### src/rtl/cache_pkg.sv
// cache_pkg
// Shared definitions for the data cache and its line-transfer controller:
// word/line geometry, the line-base helper and the controller state type.
package cache_pkg;

  localparam int ADDR_W   = 32;
  localparam int WORD_W   = 32;
  localparam int WORDS    = 16;
  localparam int LINE_W   = WORDS * WORD_W;
  localparam int OFFSET_W = 4;

  typedef enum logic [2:0] {
    IDLE,
    WB,
    RD_ISSUE,
    RD_WAIT,
    DONE
  } line_state_t;

  // Clear the word-offset bits so any word address maps to its line base.
  function automatic logic [ADDR_W-1:0] line_base(input logic [ADDR_W-1:0] addr);
    return addr & {{(ADDR_W-OFFSET_W){1'b1}}, {OFFSET_W{1'b0}}};
  endfunction

endpackage

### src/rtl/dirty_pick.sv
// dirty_pick
// Combinational lowest-set-bit encoder over a per-word dirty mask. Used by
// the line controller to serialise write-backs, and usable for a flush walk.
//   mask     in   WORDS     dirty-word mask
//   idx      out  OFFSET_W  index of the lowest set bit (0 when mask is empty)
//   any_set  out  1         mask has at least one bit set
module dirty_pick
  import cache_pkg::*;
(
  input  logic [WORDS-1:0]    mask,
  output logic [OFFSET_W-1:0] idx,
  output logic                any_set
);

  // Scanning from the top down lets the lowest set bit overwrite last.
  always_comb begin
    idx     = '0;
    any_set = |mask;
    for (int i = WORDS - 1; i >= 0; i--) begin
      if (mask[i]) idx = OFFSET_W'(i);
    end
  end

endmodule

### src/rtl/mem_line_ctrl.sv
// mem_line_ctrl
// Miss-service engine between the direct-mapped data cache and main memory.
// Each accepted request runs an optional victim write-back (dirty words only,
// lowest index first) followed by an optional 16-word refill, serialised over
// a single-outstanding 32-bit word port. The refilled line is returned whole.
//   clk, rst_n          clock, asynchronous active-low reset
//   req_*               cache request (accepted on req_valid & req_ready)
//   resp_valid/data     completion pulse and last refilled line
//   mem_*               word port to memory (mem_rvalid returns read data)
//   fill_cnt, wb_cnt    saturating counts of refills and written-back words
module mem_line_ctrl
  import cache_pkg::*;
(
  input  logic              clk,
  input  logic              rst_n,
  input  logic              req_valid,
  output logic              req_ready,
  input  logic              req_fill,
  input  logic [ADDR_W-1:0] req_fill_addr,
  input  logic [WORDS-1:0]  req_wb_mask,
  input  logic [ADDR_W-1:0] req_wb_addr,
  input  logic [LINE_W-1:0] req_wb_data,
  output logic              resp_valid,
  output logic [LINE_W-1:0] resp_data,
  output logic              mem_req,
  output logic              mem_we,
  output logic [ADDR_W-1:0] mem_addr,
  output logic [WORD_W-1:0] mem_wdata,
  input  logic              mem_ready,
  input  logic              mem_rvalid,
  input  logic [WORD_W-1:0] mem_rdata,
  output logic [31:0]       fill_cnt,
  output logic [31:0]       wb_cnt
);

  localparam logic [31:0]         CNT_MAX  = 32'hFFFF_FFFF;
  localparam logic [OFFSET_W-1:0] LAST_IDX = OFFSET_W'(WORDS - 1);

  line_state_t         state, next_state;
  logic                fill_q;
  logic [ADDR_W-1:0]   wb_base, fill_base;
  logic [WORDS-1:0]    mask_q, mask_clr;
  logic [LINE_W-1:0]   wb_data_q;
  logic [LINE_W-1:0]   line_buf;
  logic [OFFSET_W-1:0] word_idx;
  logic [OFFSET_W-1:0] wb_idx;
  logic                wb_any;

  dirty_pick u_pick (
    .mask    (mask_q),
    .idx     (wb_idx),
    .any_set (wb_any)
  );

  // Mask as it will look once the word currently on the port is accepted;
  // an empty result means this is the last write-back beat.
  assign mask_clr = mask_q & ~(WORDS'(1) << wb_idx);

  // Next state and port decode. The port payload depends only on registered
  // state, so it holds steady for as long as memory stalls.
  always_comb begin
    next_state = state;
    req_ready  = 1'b0;
    resp_valid = 1'b0;
    mem_req    = 1'b0;
    mem_we     = 1'b0;
    mem_addr   = '0;
    mem_wdata  = '0;
    case (state)
      IDLE: begin
        req_ready = 1'b1;
        if (req_valid) begin
          if (|req_wb_mask)  next_state = WB;
          else if (req_fill) next_state = RD_ISSUE;
          else               next_state = DONE;
        end
      end
      WB: begin
        mem_req   = wb_any;
        mem_we    = 1'b1;
        mem_addr  = wb_base | ADDR_W'(wb_idx);
        mem_wdata = wb_data_q[wb_idx*WORD_W +: WORD_W];
        if (!wb_any || (mem_ready && mask_clr == '0))
          next_state = fill_q ? RD_ISSUE : DONE;
      end
      RD_ISSUE: begin
        mem_req  = 1'b1;
        mem_addr = fill_base | ADDR_W'(word_idx);
        if (mem_ready) next_state = RD_WAIT;
      end
      RD_WAIT: begin
        mem_addr = fill_base | ADDR_W'(word_idx);
        if (mem_rvalid) next_state = (word_idx == LAST_IDX) ? DONE : RD_ISSUE;
      end
      DONE: begin
        resp_valid = 1'b1;
        next_state = IDLE;
      end
      default: next_state = IDLE;
    endcase
  end

  // State register plus request capture, write-back bookkeeping and line
  // assembly. The line is built in line_buf and copied to resp_data only on
  // the final word, so a refill in progress never disturbs the last response
  // and an aborted one leaves nothing behind.
  always_ff @(posedge clk or negedge rst_n) begin
    if (!rst_n) begin
      state     <= IDLE;
      fill_q    <= 1'b0;
      wb_base   <= '0;
      fill_base <= '0;
      mask_q    <= '0;
      wb_data_q <= '0;
      line_buf  <= '0;
      word_idx  <= '0;
      resp_data <= '0;
      fill_cnt  <= '0;
      wb_cnt    <= '0;
    end else begin
      state <= next_state;
      case (state)
        IDLE: begin
          if (req_valid) begin
            fill_q    <= req_fill;
            wb_base   <= line_base(req_wb_addr);
            fill_base <= line_base(req_fill_addr);
            mask_q    <= req_wb_mask;
            wb_data_q <= req_wb_data;
            word_idx  <= '0;
          end
        end
        WB: begin
          if (wb_any && mem_ready) begin
            mask_q <= mask_clr;
            if (wb_cnt != CNT_MAX) wb_cnt <= wb_cnt + 32'd1;
          end
        end
        RD_WAIT: begin
          if (mem_rvalid) begin
            line_buf[word_idx*WORD_W +: WORD_W] <= mem_rdata;
            if (word_idx == LAST_IDX) begin
              resp_data <= {mem_rdata, line_buf[LINE_W-WORD_W-1:0]};
              word_idx  <= '0;
              if (fill_cnt != CNT_MAX) fill_cnt <= fill_cnt + 32'd1;
            end else begin
              word_idx <= word_idx + 1'b1;
            end
          end
        end
        default: ;
      endcase
    end
  end

endmodule

### config.mk
export PLATFORM = sky130hd
export DESIGN_NAME = mem_line_ctrl
export DESIGN_NICKNAME = d
export VERILOG_FILES = /design/src/rtl/cache_pkg.sv /design/src/rtl/dirty_pick.sv /design/src/rtl/mem_line_ctrl.sv
export SDC_FILE = /design/constraint.sdc
export NUM_CORES = 2
export LEC_CHECK = 0
export ABC_AREA = 1
export BUFFER_PORTS_ARGS = -buffer_cell sky130_fd_sc_hd__buf_2
export CORE_AREA = 2 2 497 499
export CTS_BUF_LIST = sky130_fd_sc_hd__clkbuf_4 sky130_fd_sc_hd__clkbuf_8
export CTS_CLUSTER_DIAMETER = 50
export DETAILED_ROUTE_END_ITERATION = 8
export DIE_AREA = 0 0 499 501
export PLACE_DENSITY_LB_ADDON = 0.08
export REMOVE_ABC_BUFFERS = 1
export SYNTH_ARGS = -nofsm -noshare
export SYNTH_HDL_FRONTEND = slang
export SYNTH_HIERARCHICAL = 1
export SYNTH_SLANG_ARGS = --single-unit
### constraint.sdc
create_clock -name clk -period 4.56 [get_ports clk]
set_input_delay 0 -clock clk [delete_from_list [all_inputs] [get_ports clk]]
set_output_delay 0 -clock clk [all_outputs]
set_load 0.01 [all_outputs]
==> results.toml <==
[status]
outcome = "finished, violations left"
violations = "slew limit"

[floorplan]
coreArea_um2 = 245000
die_y_um = 501
rows = 182
die_w_um = 499
dieArea_um2 = 250000
boundaryPins = 1274
initial_core_util_pct = 27.7

[clocking]
cts-root-buf = "clkbuf_8"
tritoncts = "built"
h-tree-depth = 5
numCtsBuffers = 335
cts_sinks = 1648
clock_path_buffers = 4
path_clk_slew_ps = 60
clk_latency_ps = 1040

[synthesis]
synth_edf_count = 0
ys_seq_elements = 1648
ys_warn_count = 6
synth.area.top_cells = "dfrtp_1 (61%), nand2_1 (11%), mux2_2 (7.5%)"
synth_largest_area_cell = "dfrtp_1"
async_flop_share_pct = 100
synth_top_area_share_pct = 60.9
synthMuxAreaShare_pct = 7.52
synth_xor_area_share_pct = 0.724
yosysSeqAreaShare_pct = 60.9
synthAdderAreaFrac_pct = 0.0924
synth_area_per_cell_um2 = 9.80
synthesis.area_um2 = 67700
synth_top_family_by_area = "simple AND/OR/NAND/NOR gates"
ys.flop_type = "dfrtp_1"
synthSimpleGateAreaFrac_pct = 14.3
synthCells = 6909
yosysUniqueCellTypes = 43
synth_compound_area_share_pct = 10.8

[cells_and_area]
drive_above_1_share_pct = 25.4
final_core_util_pct = 40.0
fin_nets = 10200
final_common_cell = "nand2_1"
mostFrequentLayoutCells = "nand2_1 (2053), dfrtp_1 (1647), dlygate4sd3_1 (1301), buf_2 (1264), o21ai_0 (811)"
nFillCells = 24600
areaGrowthSynthToFinish_pct = 44.7

[worst_setup_path]
critical_path.max_stage_delay_ps = 560
cp_top_family = "buffers and inverters"
r2r-end = "state[1]"
r2r_cells = 29
worstPathMaxFanout = 29
critPathRequiredTime_ps = 5520
crit_buf_inv = 6
endpoint_kind = "flop"
path_common_cell = "nand2_1"
crit_path_top_delay_cell = "dlygate4sd3_1"
r2r_slack_ps = 320
arrival_ps = 5200
rr_startpoint = "mask_q[14]"
start_kind = "flop"
crit_type = "flop to flop"

[drt]
antenna_left = 0
drt_iter0_drc = 3945
num_vias = 60300
post_drt_wl_per_cell_um = 22.7
vias_per_cell = 4.63
drc = 0
wl_mm = 295
firstDrtPassIters = 6

[timing]
setup_viol = 0
slew_headroom_pct = -0.193
layout_min_cycle_time_ps = 4240
worstMarginPinSlew_ps = 1500
finalHoldViolations = 0
drv_slew = 13
setup_tns_ps = 0
hold-worst-slack_ps = 126
fmax_ghz = 0.236
clock_skew_ps = 102
finalCritPeriodShare_pct = 93.0

[grt]
grt_overflow_total = 0
grt_pass1_wl_mm = 429
grt_max_degree = 199
grt.total_usage_pct = 23.1
antenna_found_initial = 46
first_global_vias = 63000

[hold_path]
hold_start = "mem_rdata[8]"
holdPathEnd = "line_buf[424]"
whs_path_depth = 4
hold_path_class = "input pin to flop"

[power_and_ir_drop]
irDropWorstVdd_mv = 0.458
p_comb_share_pct = 31.6
p_int_mw = 32.1
swShare_pct = 37.0
p_leak_nw = 48.9
power_density_nw_per_um2 = 520
seq_power_share_pct = 36.6
pwr-share-clk_pct = 31.7
p_sw_mw = 18.8

[placed_design]
gp_congestion = 0.862
dp_hpwl_mm = 202
port_buffers = 1265

[job]
maxCapViolations = 0
synthesized netlist by cell type, types with 13 or more instances:
cell,number
nand2_1,2060
dfrtp_1,1648
o21ai_0,811
inv_1,529
mux2_2,452
clkbuf_1,232
nor2_1,180
buf_2,163
o22ai_1,146
nand3_1,125
a21oi_1,90
o21ai_1,89
a22oi_1,64
o2111ai_1,47
xor2_1,45
o31ai_1,43
nor3_1,38
nand4_1,26
buf_1,16
o211ai_1,16
inv_2,15
nand2_2,13
power by group through the flow:
| stage | Sequential (mW) | Combinational [mW] | Clock, mW |
|---|---|---|---|
| after CTS | 18.6 | 16.2 | 16.7 |
| after floorplan | 18.5 | 8.32 | 0 |
| after global routing | 18.9 | 17.8 | 17.4 |
| final | 18.6 | 16.1 | 16.2 |
| after detailed placement | 18.8 | 14.8 | 0 |
| after global placement | 18.8 | 14.7 | 0 |
cell families after synthesis:
logic type,Yosys count
and+or+nand+nor,2467
xor gates and xnor gates,56
AOI/OAI and AO/OA,1323
buffers and inverters,958
DFF,1648
adders and majority gates,5
muxes,452
sequential cells by signal, summed over array words and instances, names as in the netlist, 4 cells and up:
name / flops
fill_cnt: 32
wb_base: 28
mask_q: 16
word_idx: 4
wb_data_q: 512
wb_cnt: 32
fill_base: 28
resp_data: 512
line_buf: 480
worst max-delay path by stage:
| stage | end | slack (ps) | from | cells after the start |
|---|---|---|---|---|
| floorplan | mask_q[0] | -11240 | state[1] | 5 |
| global placement | mem_wdata[24] | 750 | mask_q[14] | 23 |
| detailed placement | mem_wdata[24] | 850 | mask_q[14] | 23 |
| CTS | mem_wdata[17] | 90 | mask_q[15] | 16 |
| global route | mem_wdata[14] | -1 | mask_q[14] | 16 |
| finish | state[1] | 320 | mask_q[14] | 29 |
worst reg2reg max path: cells and delay by family (launching register included):
kind                   cells  cell delay, ps
AOI/OAI and AO/OA          1             250
buffers and inverters      6            1880
DFF                        1             400
and+or+nand+nor           22            1630
stage by stage:
step	area, µm²	setup slack [ps]	instances	total power, mW
6_report	98000	318	13000	50.9
5_1_grt	97900	-0.965	13000	54.1
4_1_cts	97800	90.5	13000	51.5
3_5_place_dp	77700	853	11100	33.6
3_3_place_gp	77700	751	11100	33.5
2_1_floorplan	66000	-11240	6497	26.8
metal layers:
layer  global-route usage, %  up-vias  routed length, µm
li1                        -    27900                  -
met1                    28.6    30000             123000
met4                    8.54       12              11300
met3                    5.40      473              18000
met2                    39.3     1926             143000
met5                       0        -                 73
cell type report:
cell class                 count  area (µm²)  share of cell area, %
antenna                       41         103                  0.105
clock buffer                 512        6460                   6.60
clock inverter                56         536                  0.547
inverter                     546        2070                   2.11
multi-input combinational   4303       22800                   23.3
sequential                  1648       41200                   42.1
tap                         3220        4030                   4.11
timing repair buffer        2682       20700                   21.1
what timing repair did:
item,in CTS,in global routing
endpoints found under the setup margin,25,15
setup buffers,1,1
pin swaps,1,1
endpoints found under the hold margin,2762,0
gates resized for setup,5,7
hold buffers,1302,0
gates cloned,0,1
(Power assumes the default switching activity.)
